`src/rtl/irq_ctrl_pkg.sv`:
```
// rtl/irq_ctrl_pkg.sv - shared constants and types for the interrupt controller
//
// Purpose: register offsets, FSM state encoding and STAT bit positions used
//          by irq_ctrl. No ports.

package irq_ctrl_pkg;

   // Byte offsets from BASE (bit 0 is never decoded)
   localparam logic [2:0] REG_PEND = 3'd0;
   localparam logic [2:0] REG_MASK = 3'd2;
   localparam logic [2:0] REG_STAT = 3'd4;
   localparam logic [2:0] REG_SWI  = 3'd6;

   typedef enum logic {
      IDLE   = 1'b0,
      ACTIVE = 1'b1
   } state_t;

   // STAT layout
   localparam int STAT_ACTIVE_BIT = 15;
   localparam int STAT_ID_LSB     = 0;
   localparam int STAT_ID_W       = 3;
   localparam int STAT_ELIG_LSB   = 8;

endpackage

```
`src/rtl/irq_sync_edge.sv`:
```
// rtl/irq_sync_edge.sv - two-flop synchroniser plus rising-edge detector
//
// Purpose: brings one asynchronous request line into the clk domain and
//          produces a single-cycle pulse for each rising edge.
// Ports:
//   clk  in   clock
//   rst  in   asynchronous active-high reset
//   src  in   asynchronous request line
//   rise out  one-cycle pulse, sync2 & ~prev

module irq_sync_edge (
   input  logic clk,
   input  logic rst,
   input  logic src,
   output logic rise
);

   logic sync1;
   logic sync2;
   logic prev;

   always_ff @(posedge clk or posedge rst) begin
      if (rst) begin
         sync1 <= 1'b0;
         sync2 <= 1'b0;
         prev  <= 1'b0;
      end else begin
         sync1 <= src;
         sync2 <= sync1;
         prev  <= sync2;
      end
   end

   assign rise = sync2 & ~prev;

endmodule

```
`src/rtl/irq_ctrl.sv`:
```
// rtl/irq_ctrl.sv - prioritised interrupt controller with memory-mapped registers
//
// Purpose: latches rising edges of NSRC request lines as pending, masks them,
//          picks the lowest-numbered eligible source and hands one interrupt
//          at a time to the CPU, staying busy until the handler returns.
// Ports:
//   clk, rst           clock, asynchronous active-high reset
//   irq_src[NSRC]      asynchronous request lines
//   int_en             CPU may take an interrupt this cycle
//   iret_detected      CPU is executing iret
//   irq_take           combinational take pulse
//   irq_vector[16]     handler address (VEC_BASE when no take)
//   d_ad[16]           CPU byte address
//   sw, lw             word store / load strobes
//   wdata[16]          store data
//   rdata[16]          read data, 0 when not selected
//   rsel               lw addressing this block

module irq_ctrl
   import irq_ctrl_pkg::*;
#(
   parameter int          NSRC       = 8,
   parameter logic [15:0] BASE       = 16'hFF40,
   parameter logic [15:0] VEC_BASE   = 16'h0010,
   parameter logic [15:0] VEC_STRIDE = 16'h0004
) (
   input  logic            clk,
   input  logic            rst,
   input  logic [NSRC-1:0] irq_src,
   input  logic            int_en,
   input  logic            iret_detected,
   output logic            irq_take,
   output logic [15:0]     irq_vector,
   input  logic [15:0]     d_ad,
   input  logic            sw,
   input  logic            lw,
   input  logic [15:0]     wdata,
   output logic [15:0]     rdata,
   output logic            rsel
);

   state_t          state;
   state_t          state_nxt;
   logic [NSRC-1:0] rise;
   logic [NSRC-1:0] pending;
   logic [NSRC-1:0] mask;
   logic [NSRC-1:0] eligible;
   logic [NSRC-1:0] set_bits;
   logic [NSRC-1:0] clr_bits;
   logic [NSRC-1:0] take_bit;
   logic [2:0]      active_id;
   logic [2:0]      sel_id;
   logic [15:0]     off;
   logic            hit;
   logic            wr_pend;
   logic            wr_mask;
   logic            wr_swi;
   logic [15:0]     stat;
   logic [15:0]     elig_pad;
   logic            unused_bits;

   for (genvar i = 0; i < NSRC; i++) begin : g_src
      irq_sync_edge u_sync (
         .clk  (clk),
         .rst  (rst),
         .src  (irq_src[i]),
         .rise (rise[i])
      );
   end

   // Subtracting BASE lets the decode work for any word-aligned BASE
   assign off     = d_ad - BASE;
   assign hit     = (off[15:3] == 13'd0);
   assign wr_pend = sw & hit & (off[2:1] == REG_PEND[2:1]);
   assign wr_mask = sw & hit & (off[2:1] == REG_MASK[2:1]);
   assign wr_swi  = sw & hit & (off[2:1] == REG_SWI[2:1]);

   assign eligible = pending & mask;

   // Lowest index wins: scanning downward lets the last hit overwrite
   always_comb begin
      sel_id = '0;
      for (int i = NSRC - 1; i >= 0; i--) begin
         if (eligible[i]) sel_id = 3'(i);
      end
   end

   always_comb begin
      state_nxt  = state;
      irq_take   = 1'b0;
      irq_vector = VEC_BASE;
      case (state)
         IDLE: begin
            if (int_en && (|eligible)) begin
               irq_take   = 1'b1;
               irq_vector = VEC_BASE + 16'(sel_id) * VEC_STRIDE;
               state_nxt  = ACTIVE;
            end
         end
         ACTIVE: begin
            if (iret_detected) state_nxt = IDLE;
         end
         default: state_nxt = IDLE;
      endcase
   end

   always_comb begin
      take_bit = '0;
      for (int i = 0; i < NSRC; i++) begin
         take_bit[i] = irq_take && (sel_id == 3'(i));
      end
   end

   // Sets are applied after clears so a same-cycle set always survives
   assign set_bits = rise | (wr_swi ? wdata[NSRC-1:0] : '0);
   assign clr_bits = take_bit | (wr_pend ? wdata[NSRC-1:0] : '0);

   always_ff @(posedge clk or posedge rst) begin
      if (rst) begin
         state     <= IDLE;
         pending   <= '0;
         mask      <= '0;
         active_id <= '0;
      end else begin
         state   <= state_nxt;
         pending <= (pending & ~clr_bits) | set_bits;
         if (wr_mask) mask <= wdata[NSRC-1:0];
         if (irq_take) active_id <= sel_id;
      end
   end

   // Eligible bits occupy STAT[NSRC+2:8], clipped below the ACTIVE bit
   assign elig_pad = 16'(eligible);

   always_comb begin
      stat = '0;
      stat[STAT_ACTIVE_BIT] = (state == ACTIVE);
      stat[STAT_ID_LSB +: STAT_ID_W] = active_id;
      for (int b = STAT_ELIG_LSB; b < STAT_ACTIVE_BIT; b++) begin
         if (b <= NSRC + 2) stat[b] = elig_pad[b - STAT_ELIG_LSB];
      end
   end

   assign rsel = lw & hit & ~rst;

   always_comb begin
      rdata = '0;
      if (rsel) begin
         case (off[2:1])
            REG_PEND[2:1]: rdata = 16'(pending);
            REG_MASK[2:1]: rdata = 16'(mask);
            REG_STAT[2:1]: rdata = stat;
            default:       rdata = '0;
         endcase
      end
   end

   assign unused_bits = ^{off[0], wdata};

endmodule

```
`config.mk`:
```
export PLATFORM = sky130hd
export DESIGN_NAME = irq_ctrl
export DESIGN_NICKNAME = d
export VERILOG_FILES = /design/src/rtl/irq_ctrl_pkg.sv /design/src/rtl/irq_sync_edge.sv /design/src/rtl/irq_ctrl.sv
export SDC_FILE = /design/constraint.sdc
export NUM_CORES = 1
export LEC_CHECK = 0
export BUFFER_PORTS_ARGS = -buffer_cell sky130_fd_sc_hd__buf_4
export CAP_MARGIN = 20
export CORE_UTILIZATION = 50
export CTS_CLUSTER_SIZE = 20
export DETAILED_ROUTE_END_ITERATION = 16
export HOLD_SLACK_MARGIN = 0.06
export PLACE_DENSITY = 0.8
export SLEW_MARGIN = 20
export SYNTH_ARGS = -nofsm -noshare
export SYNTH_HDL_FRONTEND = slang
export SYNTH_SLANG_ARGS = --single-unit
```
`constraint.sdc`:
```
create_clock -name clk -period 3.3 [get_ports clk]
set_clock_uncertainty 0.1 [all_clocks]
set_input_delay 0.33 -clock clk [delete_from_list [all_inputs] [get_ports clk]]
set_output_delay 0.33 -clock clk [all_outputs]
set_load 0.01 [all_outputs]
```
==> results of run 1 <==
[report_power, final]
group / internal (W) / total, W / switching (W)
clock network: 0.000247 / 0.000420 / 0.000173
logic: 0.0000530 / 0.000122 / 0.0000687
registers: 0.000556 / 0.000563 / 0.00000646
total: 0.000856 / 0.00110 / 0.000248
[tightest hold or removal path, cell delays in order]
cell                    delay [ps]
sky130_fd_sc_hd__buf_4         110
sky130_fd_sc_hd__inv_1          90
sky130_fd_sc_hd__buf_4         470
[through the flow]
stage | cells | hold slack, ps | util [%]
final | 347 | 149.7 | 65.55
after global routing | 347 | 149.4 | 65.55
after CTS | 347 | 127.3 | 65.55
after detailed placement | 331 | 235.6 | 60.96
after global placement | 331 | 231.8 | 60.96
after floorplan | 246 | 231.2 | -
[synthesized netlist by cell type (2+ instances only)]
master	number
sky130_fd_sc_hd__dfrtp_1	44
sky130_fd_sc_hd__inv_1	18
sky130_fd_sc_hd__nand2_1	18
sky130_fd_sc_hd__nor3_1	17
sky130_fd_sc_hd__buf_4	16
sky130_fd_sc_hd__nor2_1	13
sky130_fd_sc_hd__nand4_1	9
sky130_fd_sc_hd__mux2_2	8
sky130_fd_sc_hd__mux2i_1	8
sky130_fd_sc_hd__o21ai_0	7
sky130_fd_sc_hd__a21oi_1	6
sky130_fd_sc_hd__and2_1	5
sky130_fd_sc_hd__nand3_1	5
sky130_fd_sc_hd__or3_1	5
sky130_fd_sc_hd__a41oi_1	4
sky130_fd_sc_hd__clkbuf_1	4
sky130_fd_sc_hd__a22o_1	3
sky130_fd_sc_hd__nand2b_1	3
sky130_fd_sc_hd__o22ai_1	3
sky130_fd_sc_hd__a21o_1	2
sky130_fd_sc_hd__buf_1	2
sky130_fd_sc_hd__nor2b_1	2
sky130_fd_sc_hd__o2111ai_1	2
[per-layer routing]
| layer | track usage [%] | vias to the layer above |
|---|---|---|
| met5 | 0 | - |
| met4 | 8.844 | 0 |
| met3 | 5.233 | 8 |
| met2 | 37.11 | 89 |
| met1 | 28.35 | 937 |
| li1 | - | 925 |
[cell families after synthesis]
family	after synthesis	synth area share [%]
compound gates	40	12.88
fa+ha+maj	1	0.5482
buf+inv	42	9.923
flops	44	48.25
mux	16	7.456
other cells	1	0.1643
simple gates	87	20.78
[layout make-up]
class,instances,area [sq um],share of cell area (%)
Multi-Input combinational cell,160,1011,35.18
Tap cell,52,65.06,2.264
Sequential cell,44,1101,38.31
Inverter,18,67.56,2.351
Clock inverter,2,38.79,1.350
Timing Repair Buffer,65,508.0,17.68
Clock buffer,6,82.58,2.873
[layout by cell type (no fill, tap or decap), types with 7 or more instances in the layout]
cell / instances
sky130_fd_sc_hd__mux2i_1: 8
sky130_fd_sc_hd__dlygate4sd3_1: 8
sky130_fd_sc_hd__inv_1: 18
sky130_fd_sc_hd__nand4_1: 9
sky130_fd_sc_hd__conb_1: 16
sky130_fd_sc_hd__nor3_1: 17
sky130_fd_sc_hd__nand2_1: 18
sky130_fd_sc_hd__o21ai_0: 7
sky130_fd_sc_hd__dfrtp_1: 44
sky130_fd_sc_hd__mux2_2: 8
sky130_fd_sc_hd__nor2_1: 13
sky130_fd_sc_hd__buf_4: 57
[registers in the layout, summed over array words and instances (netlist names)]
signal / count
active_id: 3
g_src.u_sync.sync2: 8
g_src.u_sync.prev: 8
mask: 8
state: 1
g_src.u_sync.sync1: 8
pending: 8
[worst min-delay path by stage]
stage,startpoint,endpoint,slack [ps],cells after the start
2_1_floorplan,g_src[0].u_sync.sync1,g_src[0].u_sync.sync2,230,0
3_3_place_gp,g_src[3].u_sync.sync1,g_src[3].u_sync.sync2,230,0
3_5_place_dp,g_src[5].u_sync.sync1,g_src[5].u_sync.sync2,240,0
4_1_cts,iret_detected,state,130,2
5_1_grt,iret_detected,state,150,2
6_report,rst,g_src[2].u_sync.sync2,150,3
==> tab_implementation.tex, run 1 <==
\begin{tabular}{lr}
\hline
Metric & Value \\
\hline
\multicolumn{2}{l}{\textbf{Cells and area}} \\
Count of filler cells inserted in the layout & 366 \\
Diode count & 0 \\
Net count, final & 341 \\
Layout cells sized above 1 & 26.10\% \\
Area delta synth->final & 25.93\% \\
Post-route cell area & 2874 sq um \\
\multicolumn{2}{l}{\textbf{Route}} \\
Number of DRC markers in iteration 0 & 110 \\
Met2 wire len & 2565 um \\
Highest metal used & met4 \\
Total Wirelength & 5076 um \\
Total vias in the final route & 1959 \\
Via count normalized by instance count & 5.646 \\
M1 wire length & 2127 um \\
Post-route DRC violation count & 0 \\
Wire length on met3 & 322 um \\
Post-DR wirelength/cell & 14.63 um \\
Number of antenna-violating nets in the routed design & 0 \\
TritonRoute pass-1 iters & 4 \\
\multicolumn{2}{l}{\textbf{Floorplan}} \\
DIE WIDTH & 69.56 um \\
CORE AREA & 4384 sq um \\
Io pins & 80 \\
Number of standard-cell rows in the floorplan & 24 \\
Starting density of the core & 52.05\% \\
Die Footprint & 4839 sq um \\
Height of the die & 69.56 um \\
\multicolumn{2}{l}{\textbf{Timing}} \\
Max transition margin & 48.09\% \\
Max Slew Vio Count & 0 \\
Least setup slack across all paths after layout & 508.8 ps \\
Transition time at the pin with the least slew margin & 772.1 ps \\
Final critical-path required period & 2791 ps \\
Fin crit share & 84.58\% \\
Setup-violating endpoint count in the final report & 0 \\
Total count of hold-check failures in the final report & 0 \\
Total negative slack & 0 ps \\
RSZ-0062 raised after global routing & no \\
Achievable Freq & 358.3 MHz \\
\multicolumn{2}{l}{\textbf{Global route}} \\
Global-route congestion overflow total & 0 \\
Number of antenna violations at the first check in global routing & 0 \\
First-pass GRT wire length & 8569 um \\
Largest net degree at the start of global routing & 45 \\
Number of global-route vias before repair & 1924 \\
GRT Overall Usage & 22.37\% \\
\multicolumn{2}{l}{\textbf{Place}} \\
Final weighted congestion in routability-driven placement & 0.8158 \\
I/O Buffers & 54 \\
Estimated wirelength of the detail-placed design & 3699 um \\
Placed standard-cell area & 2673 sq um \\
Pre-CTS setup slack & 559.9 ps \\
\multicolumn{2}{l}{\textbf{Synth}} \\
Average cell area after synthesis & 9.880 sq um \\
Number of synthesized register bits & 44 \\
Fraction of synthesis flops using an asynchronous set or reset pin & 100.0\% \\
Post-synth top area cell & sky130\_fd\_sc\_hd\_\_dfrtp\_1 \\
Share of the synthesized area in the top cell type & 48.25\% \\
Post-synth cell types & 50 \\
Sequential cell area fraction in the yosys report & 48.25\% \\
EDFF count, synth & 0 \\
Ys flop type & sky130\_fd\_sc\_hd\_\_dfrtp\_1 \\
Synthesis Warnings & 0 \\
Post-synthesis cell count & 231 \\
Cell area after technology mapping & 2282 sq um \\
Area contributors post-synth & sky130\_fd\_sc\_hd\_\_dfrtp\_1 (48\%), sky130\_fd\_sc\_hd\_\_buf\_4 (5.3\%), sky130\_fd\_sc\_hd\_\_mux2\_2 (3.9\%) \\
\multicolumn{2}{l}{\textbf{Worst setup path}} \\
CP Launch Type & input port \\
Worst Reg-to-Reg Cells & 5 \\
Most frequent cell on the critical path & sky130\_fd\_sc\_hd\_\_buf\_4 \\
Peak per-stage delay on the critical path & 420 ps \\
Arrival time reported for the critical path endpoint & 2360 ps \\
End of the worst register-to-register path & active\_id[0] \\
Startpoint of the most critical setup path & d\_ad[6] \\
Number of logic stages on the critical path including buffering & 10 \\
Setup slack of the most critical reg-to-reg path & 1210 ps \\
Type of the setup path with the least slack & in2out \\
Worst path required time & 2870 ps \\
Largest driver fanout on the critical path & 13 \\
Endpoint class of the critical path & primary output \\
Cell with the largest stage delay on the worst path & sky130\_fd\_sc\_hd\_\_or4b\_1 \\
Worst path bufs/invs & 4 \\
Chain of cells forming the critical path & buf\_4 > inv\_1 > ha\_1 > or4b\_1 > a211o\_1 > nor3\_4 > nand4\_1 > buf\_4 > nor3\_1 > buf\_4 \\
Endpoint of the worst setup timing path & rdata[3] \\
Crit-path leading delay family & simple AND/OR/NAND/NOR gates \\
Startpoint of the worst register-to-register path & pending[5] \\
\multicolumn{2}{l}{\textbf{Clock network}} \\
CTS root buffer & sky130\_fd\_sc\_hd\_\_clkbuf\_8 \\
Number of buffers added by the clock tree synthesis step & 5 \\
Clock tree from TritonCTS & done \\
Maximum number of buffers from clock root to sink & 2 \\
Cts-stage hold buffer count & 8 \\
Post-CTS setup repair buffer count & 0 \\
Number of gates resized after cts & 0 \\
Number of sinks on the clock net & 44 \\
Latest clock arrival within the worst-skew pair & 290 ps \\
Clock transition time at the flip-flop clock pins of the worst setup and hold paths & 80 ps \\
Count of H-tree levels built during CTS & 2 \\
\multicolumn{2}{l}{\textbf{Pwr}} \\
Maximum VDD drop & 318.7 uV \\
PwrDens & 384.2 nW/um\^{}2 \\
Total chip power & 0.001104 W \\
Leakage power & 1.383 nW \\
\multicolumn{2}{l}{\textbf{Job}} \\
Number of maximum-capacitance constraint violations & 0 \\
\multicolumn{2}{l}{\textbf{Status}} \\
Run status & finished clean \\
\multicolumn{2}{l}{\textbf{Hold path}} \\
Worst min-delay path category & in2async \\
\hline
\end{tabular}
Note: power is estimated with default switching activity, not from simulation.
==> inputs of run 2 (changes only) <==
ABC_AREA = 1   (was default)
clock period = 2.6 ns   (was 3.3 ns; I/O delays follow)
==> run 2 against run 1 <==
Effect of this change:
- combinational power up 29%
- global-route usage is 1.6 points lower
- cell area grew 1.9%
- final cell count is 17% higher
- core utilization increased by 0.77 points
- hold slack worse by 62 ps
- sequential share of layout area shrank 0.70 points
- clock-buffer cell count unchanged
- sequential power rose by 28%
- highest routed layer unchanged
==> tab_implementation.tex, run 2 <==
\begin{tabular}{lr}
\hline
Metric & Value \\
\hline
\multicolumn{2}{l}{\textbf{Worst setup path}} \\
Arrival time reported for the critical path endpoint & 1730 ps \\
Type of the setup path with the least slack & in2out \\
Chain of cells forming the critical path & buf\_4 > inv\_1 > ha\_1 > nor2\_2 > nor2\_1 > nor2\_1 > nand3\_2 > nor2\_8 > nand3\_4 > nor3\_1 > buf\_4 \\
CP Launch Type & input port \\
Endpoint class of the critical path & primary output \\
Worst path required time & 2240 ps \\
Peak per-stage delay on the critical path & 220 ps \\
Cell with the largest stage delay on the worst path & sky130\_fd\_sc\_hd\_\_nand3\_4 \\
Largest driver fanout on the critical path & 13 \\
\multicolumn{2}{l}{\textbf{Synth}} \\
Cell types with the highest counts after synthesis & sky130\_fd\_sc\_hd\_\_nand2\_1 (93), sky130\_fd\_sc\_hd\_\_dfrtp\_1 (44), sky130\_fd\_sc\_hd\_\_inv\_1 (30) \\
Fraction of synthesis flops using an asynchronous set or reset pin & 100.0\% \\
Number of synthesized register bits & 44 \\
Share of the synthesized area in the top cell type & 47.03\% \\
Post-synth top area cell & sky130\_fd\_sc\_hd\_\_dfrtp\_1 \\
Ys flop type & sky130\_fd\_sc\_hd\_\_dfrtp\_1 \\
Area contributors post-synth & sky130\_fd\_sc\_hd\_\_dfrtp\_1 (47\%), sky130\_fd\_sc\_hd\_\_nand2\_1 (15\%), sky130\_fd\_sc\_hd\_\_buf\_4 (5.5\%) \\
Post-synth cell types & 29 \\
EDFF count, synth & 0 \\
Post-synthesis cell count & 285 \\
Synthesis Warnings & 0 \\
Cell area after technology mapping & 2341 sq um \\
Cell with the most instances after synthesis & sky130\_fd\_sc\_hd\_\_nand2\_1 \\
Average cell area after synthesis & 8.214 sq um \\
Sequential cell area fraction in the yosys report & 47.03\% \\
\multicolumn{2}{l}{\textbf{Timing}} \\
Final critical-path required period & 2089 ps \\
RSZ-0062 raised after global routing & no \\
Transition time at the pin with the least slew margin & 569.9 ps \\
Setup-violating endpoint count in the final report & 0 \\
Total count of hold-check failures in the final report & 0 \\
Max transition margin & 61.86\% \\
Achievable Freq & 478.7 MHz \\
Fin crit share & 80.35\% \\
Total negative slack & 0 ps \\
Max Slew Vio Count & 0 \\
\multicolumn{2}{l}{\textbf{Pwr}} \\
Total chip power & 0.001328 W \\
Maximum VDD drop & 410.1 uV \\
Leakage power & 1.530 nW \\
PwrDens & 453.5 nW/um\^{}2 \\
\multicolumn{2}{l}{\textbf{Global route}} \\
Global-route congestion overflow total & 0 \\
GRT Overall Usage & 20.80\% \\
Number of antenna violations at the first check in global routing & 0 \\
Number of global-route vias before repair & 1897 \\
First-pass GRT wire length & 8114 um \\
Largest net degree at the start of global routing & 45 \\
\multicolumn{2}{l}{\textbf{Cells and area}} \\
Count of filler cells inserted in the layout & 411 \\
Diode count & 0 \\
Commonest cells after routing, fill and taps aside & sky130\_fd\_sc\_hd\_\_nand2\_1 (93), sky130\_fd\_sc\_hd\_\_buf\_4 (57), sky130\_fd\_sc\_hd\_\_dfrtp\_1 (44), sky130\_fd\_sc\_hd\_\_inv\_1 (29), sky130\_fd\_sc\_hd\_\_nand4\_1 (18) \\
Most common library cell in the layout ignoring fill and taps & sky130\_fd\_sc\_hd\_\_nand2\_1 \\
Net count, final & 399 \\
Multi-input combinational cell area & 1018 sq um \\
Area delta synth->final & 25.07\% \\
Layout cells sized above 1 & 24.36\% \\
Register area & 1101 sq um \\
\multicolumn{2}{l}{\textbf{Clock network}} \\
Number of gates resized after cts & 0 \\
Latest clock arrival within the worst-skew pair & 300 ps \\
CTS root buffer & sky130\_fd\_sc\_hd\_\_clkbuf\_8 \\
Number of buffers added by the clock tree synthesis step & 5 \\
Clock tree from TritonCTS & done \\
Clock transition time at the flip-flop clock pins of the worst setup and hold paths & 80 ps \\
Maximum number of buffers from clock root to sink & 2 \\
Count of H-tree levels built during CTS & 2 \\
Number of sinks on the clock net & 44 \\
\multicolumn{2}{l}{\textbf{Route}} \\
Total vias in the final route & 2004 \\
Via count normalized by instance count & 4.948 \\
Total Wirelength & 4795 um \\
Post-route DRC violation count & 0 \\
Post-DR wirelength/cell & 11.84 um \\
Number of DRC markers in iteration 0 & 75 \\
TritonRoute pass-1 iters & 4 \\
Number of antenna-violating nets in the routed design & 0 \\
\multicolumn{2}{l}{\textbf{Place}} \\
I/O Buffers & 54 \\
Estimated wirelength of the detail-placed design & 3610 um \\
Final weighted congestion in routability-driven placement & 0.8290 \\
\multicolumn{2}{l}{\textbf{Floorplan}} \\
CORE AREA & 4414 sq um \\
Starting density of the core & 53.03\% \\
Die Footprint & 4960 sq um \\
Io pins & 80 \\
DIE WIDTH & 70.43 um \\
Height of the die & 70.43 um \\
Number of standard-cell rows in the floorplan & 24 \\
\multicolumn{2}{l}{\textbf{Status}} \\
Run status & finished clean \\
\multicolumn{2}{l}{\textbf{Hold path}} \\
Worst min-delay path category & in2async \\
\multicolumn{2}{l}{\textbf{Job}} \\
Number of maximum-capacitance constraint violations & 0 \\
\hline
\end{tabular}
## run 2: changes by cell type after synthesis, moves of 5 or more
cell and delta:
sky130_fd_sc_hd__nor3_1 -13, sky130_fd_sc_hd__or3_1 -5, sky130_fd_sc_hd__mux2i_1 -8, sky130_fd_sc_hd__inv_1 +12
sky130_fd_sc_hd__o21ai_1 +8, sky130_fd_sc_hd__nand3_1 +12, sky130_fd_sc_hd__mux2_2 -8, sky130_fd_sc_hd__nand2_1 +75
sky130_fd_sc_hd__a21oi_2 +5, sky130_fd_sc_hd__a21oi_1 -5, sky130_fd_sc_hd__nand4_1 +9
## run 2: final timing paths
path,startpoint,endpoint,slack [ps],cells past startpoint
hold reg to reg,g_src[4].u_sync.sync1,g_src[4].u_sync.sync2,250,0
setup reg to reg,pending[0],pending[6],820,12
setup / recovery,d_ad[6],rdata[8],510,11
min in group clk,wdata[0],mask[0],90,3
max in group asynchronous,rst,state,1930,3
hold / removal,rst,g_src[5].u_sync.sync2,90,3
## run 2: cells by family (layout without fill, tap and decap cells)
| group | Yosys count | after routing | share of synthesized area (%) |
|---|---|---|---|
| simple gates | 160 | 160 | 32.07 |
| buf+inv | 55 | 108 | 11.87 |
| other cells | 1 | 16 | 0.1602 |
| fa+ha+maj | 1 | 1 | 0.5344 |
| compound gates | 24 | 24 | 8.337 |
| flops | 44 | 44 | 47.03 |
## run 2: layout make-up
class / instances / area share [%]
sequential: 44 / 37.61
clock buffer: 6 / 2.821
timing repair buffer: 66 / 17.69
tap: 52 / 2.222
clock inverter: 2 / 0.5128
inverter: 34 / 4.359
multi-input combinational: 201 / 34.79
## run 2: worst max-delay path, delay by kind of cell
family	cells	cell delay, ps
and+or+nand+nor	7	990
buffers and inverters	3	270
adders and majority gates	1	210
## run 2: what timing repair did
item / in CTS / in global routing
buffers inserted: 0 / 0
hold buffers: 9 / 0
hold endpoints to repair: 9 / 0
## run 2: through the flow
step	cells	hold slack [ps]	setup slack [ps]	area (sq um)	util (%)
6_report	405	87.48	510.8	2928	66.33
5_1_grt	405	88.07	308.1	2928	66.33
4_1_cts	405	85.03	487.9	2928	66.33
3_5_place_dp	388	235.6	489.2	2740	62.07
3_3_place_gp	388	231.9	526.4	2740	62.07
2_1_floorplan	300	191.4	489.3	2397	-
## run 2: layer usage
metal	global-route usage [%]	share of wire (%)
met1	25.48	43
met2	36.40	50
met4	6.667	1.7
met3	4.329	5.5
met5	0	0
## run 2: power by group
| group | switching, W | internal, W |
|---|---|---|
| clock network | 0.000235 | 0.000215 |
| registers | 0.0000107 | 0.000710 |
| logic | 0.0000916 | 0.0000651 |
==> inputs of run 3 (changes only) <==
ABC_AREA = 0   (was 1)
CORE_UTILIZATION = 45   (was 50)
PLACE_DENSITY = 0.76   (was 0.8)
clock period = 1.7 ns   (was 2.6 ns; I/O delays follow)
==> run 3 against run 2 <==
Effect of this change:
- the run now ends with negative setup slack left
- clock power rose by 36%
- hold slack better by 120 ps
- sequential power up 51%
- wire length up 44%
- flip-flop and latch count unchanged
- critical path depth fell by 1
- core utilization up 12 points
- global-route usage is 5.6 points higher
- via count rose by 14%
- clock-buffer cell count stayed put
- largest power group unchanged
- highest routed layer unchanged
==> tab_implementation.tex, run 3 (synthesized netlist as in run 1, its figures left out) <==
\begin{tabular}{lr}
\hline
Metric & Value \\
\hline
\multicolumn{2}{l}{\textbf{Status}} \\
Run status & finished with violations \\
Violations in the final reports & negative setup slack \\
\multicolumn{2}{l}{\textbf{Pwr}} \\
Proportion of total power due to net switching & 25.56\% \\
Share of total power in the clock network & 30.1\% \\
PwrDens & 546.3 nW/um\^{}2 \\
Switching Power & 0.0005204 W \\
Maximum VDD drop & 611.7 uV \\
Proportion of power drawn by combinational gates & 16.2\% \\
Part of the power in registers & 53.7\% \\
Total chip power & 0.002036 W \\
Leakage power & 1.784 nW \\
Cell Int Power & 0.001515 W \\
\multicolumn{2}{l}{\textbf{Clock network}} \\
Maximum number of buffers from clock root to sink & 2 \\
Clock tree from TritonCTS & done \\
Number of sinks on the clock net & 44 \\
Count of H-tree levels built during CTS & 2 \\
CTS root buffer & sky130\_fd\_sc\_hd\_\_clkbuf\_8 \\
Number of buffers added by the clock tree synthesis step & 5 \\
Clock transition time at the flip-flop clock pins of the worst setup and hold paths & 70 ps \\
Latest clock arrival within the worst-skew pair & 300 ps \\
\multicolumn{2}{l}{\textbf{Timing}} \\
Max transition margin & 64.38\% \\
Setup-violating endpoint count in the final report & 34 \\
Max Slew Vio Count & 0 \\
Fin crit share & 141.1\% \\
Final critical-path required period & 2399 ps \\
Achievable Freq & 416.8 MHz \\
Least setup slack across all paths after layout & -699.1 ps \\
RSZ-0062 raised after global routing & yes \\
Transition time at the pin with the least slew margin & 534.3 ps \\
Total count of hold-check failures in the final report & 0 \\
\multicolumn{2}{l}{\textbf{Job}} \\
Number of maximum-capacitance constraint violations & 0 \\
\multicolumn{2}{l}{\textbf{Cells and area}} \\
Commonest cells after routing, fill and taps aside & sky130\_fd\_sc\_hd\_\_buf\_4 (92), sky130\_fd\_sc\_hd\_\_dfrtp\_1 (44), sky130\_fd\_sc\_hd\_\_buf\_6 (20), sky130\_fd\_sc\_hd\_\_dlygate4sd3\_1 (18), sky130\_fd\_sc\_hd\_\_conb\_1 (16) \\
Area delta synth->final & 63.27\% \\
Layout cells sized above 1 & 47.22\% \\
Post-route cell area & 3726 sq um \\
Net count, final & 407 \\
Most common library cell in the layout ignoring fill and taps & sky130\_fd\_sc\_hd\_\_buf\_4 \\
Diode count & 0 \\
\multicolumn{2}{l}{\textbf{Floorplan}} \\
Number of standard-cell rows in the floorplan & 25 \\
CORE AREA & 4786 sq um \\
Io pins & 80 \\
Die Footprint & 5360 sq um \\
Starting density of the core & 47.69\% \\
DIE WIDTH & 73.22 um \\
Height of the die & 73.22 um \\
\multicolumn{2}{l}{\textbf{Route}} \\
Number of antenna-violating nets in the routed design & 0 \\
Number of DRC markers in iteration 0 & 102 \\
Total vias in the final route & 2280 \\
TritonRoute pass-1 iters & 4 \\
Total Wirelength & 6895 um \\
Post-route DRC violation count & 0 \\
Post-DR wirelength/cell & 16.15 um \\
Via count normalized by instance count & 5.340 \\
\multicolumn{2}{l}{\textbf{Worst setup path}} \\
Cell with the largest stage delay on the worst path & sky130\_fd\_sc\_hd\_\_or4b\_4 \\
CP Launch Type & input port \\
Peak per-stage delay on the critical path & 440 ps \\
Chain of cells forming the critical path & buf\_12 > inv\_12 > ha\_4 > or4b\_4 > a211o\_1 > nor3\_4 > nand4\_1 > buf\_6 > nor3\_4 > buf\_6 \\
Endpoint class of the critical path & primary output \\
Largest driver fanout on the critical path & 6 \\
Type of the setup path with the least slack & in2out \\
Arrival time reported for the critical path endpoint & 2130 ps \\
Worst path required time & 1430 ps \\
\multicolumn{2}{l}{\textbf{Global route}} \\
Global-route congestion overflow total & 0 \\
Number of antenna violations at the first check in global routing & 0 \\
GRT Overall Usage & 26.42\% \\
First-pass GRT wire length & 10380 um \\
Number of global-route vias before repair & 2225 \\
Largest net degree at the start of global routing & 45 \\
\multicolumn{2}{l}{\textbf{Place}} \\
Final weighted congestion in routability-driven placement & 0.9391 \\
Placed standard-cell area & 3107 sq um \\
Pre-CTS setup slack & -816.8 ps \\
I/O Buffers & 54 \\
Estimated wirelength of the detail-placed design & 4377 um \\
\multicolumn{2}{l}{\textbf{Hold path}} \\
Worst min-delay path category & in2reg \\
\hline
\end{tabular}
run 3: cell types whose count changed in the layout (fill, tap and decap cells not counted), sizes merged, moves of 8 or more:
cell	previous run	this run
nand2	95	18
dlygate4sd3	9	18
inv	32	18
nor2	22	13
nor3	5	18
mux2	0	8
buf	57	113
nand3	19	5
nand4	18	10
mux2i	0	8
run 3: metrics by stage:
| step | hold WS (ps) | cells | setup TNS (ps) | utilization (%) |
|---|---|---|---|---|
| 2_1_floorplan | 101.4 | 246 | -14570 | - |
| 3_3_place_gp | 179.0 | 388 | -19670 | 64.92 |
| 3_5_place_dp | 180.4 | 388 | -21070 | 64.92 |
| 4_1_cts | 193.6 | 422 | -15940 | 75.06 |
| 5_1_grt | 213.3 | 427 | -19740 | 77.86 |
| 6_report | 207.8 | 427 | -16450 | 77.86 |
run 3: cell type report:
type / count / area (sq um)
repair buffers: 131 / 1116
well taps: 67 / 83.83
clock buffers: 6 / 72.57
flip-flops and latches: 44 / 1101
fillers: 288 / 1060
inverters: 18 / 82.58
clock inverters: 1 / 5.005
multi-input cells: 160 / 1265
run 3: final timing paths:
check / startpoint / endpoint / slack, ps / cells after the start
setup / recovery: d_ad[6] / rdata[10] / -700 / 10
hold / removal: d_ad[1] / pending[4] / 210 / 3
setup reg to reg: mask[2] / pending[7] / -310 / 7
hold reg to reg: g_src[0].u_sync.sync1 / g_src[0].u_sync.sync2 / 250 / 0
max in group asynchronous: rst / pending[5] / 630 / 4
min in group asynchronous: rst / g_src[7].u_sync.sync1 / 500 / 4
run 3: repair_timing:
action	CTS	global route
gates resized for setup	41	25
hold buffers	18	0
setup buffers	8	10
pin swaps	20	12
setup endpoints to repair	34	37
hold endpoints to repair	61	0
cloned	1	0
run 3: worst max-delay path: cells and delay by family:
family,cells,cell delay (ps)
AND/OR/NAND/NOR,4,1000
buffers and inverters,4,440
AO/OA/AOI/OAI,1,290
adder cells (fa/ha/maj),1,240
run 3: power by group through the flow:
stage                     registers, W  clock network (W)  logic [W]
final                          0.00109           0.000612   0.000330
after global routing           0.00110           0.000661   0.000358
after CTS                      0.00109           0.000626   0.000311
after detailed placement       0.00111                  0   0.000262
after global placement         0.00111                  0   0.000258
after floorplan                0.00111                  0   0.000155
run 3: metal layers:
metal	track usage, %	part of all wire, %
met1	31.59	39
met2	46.09	51
met3	6.077	6.0
met4	10.02	3.4
met5	0	0
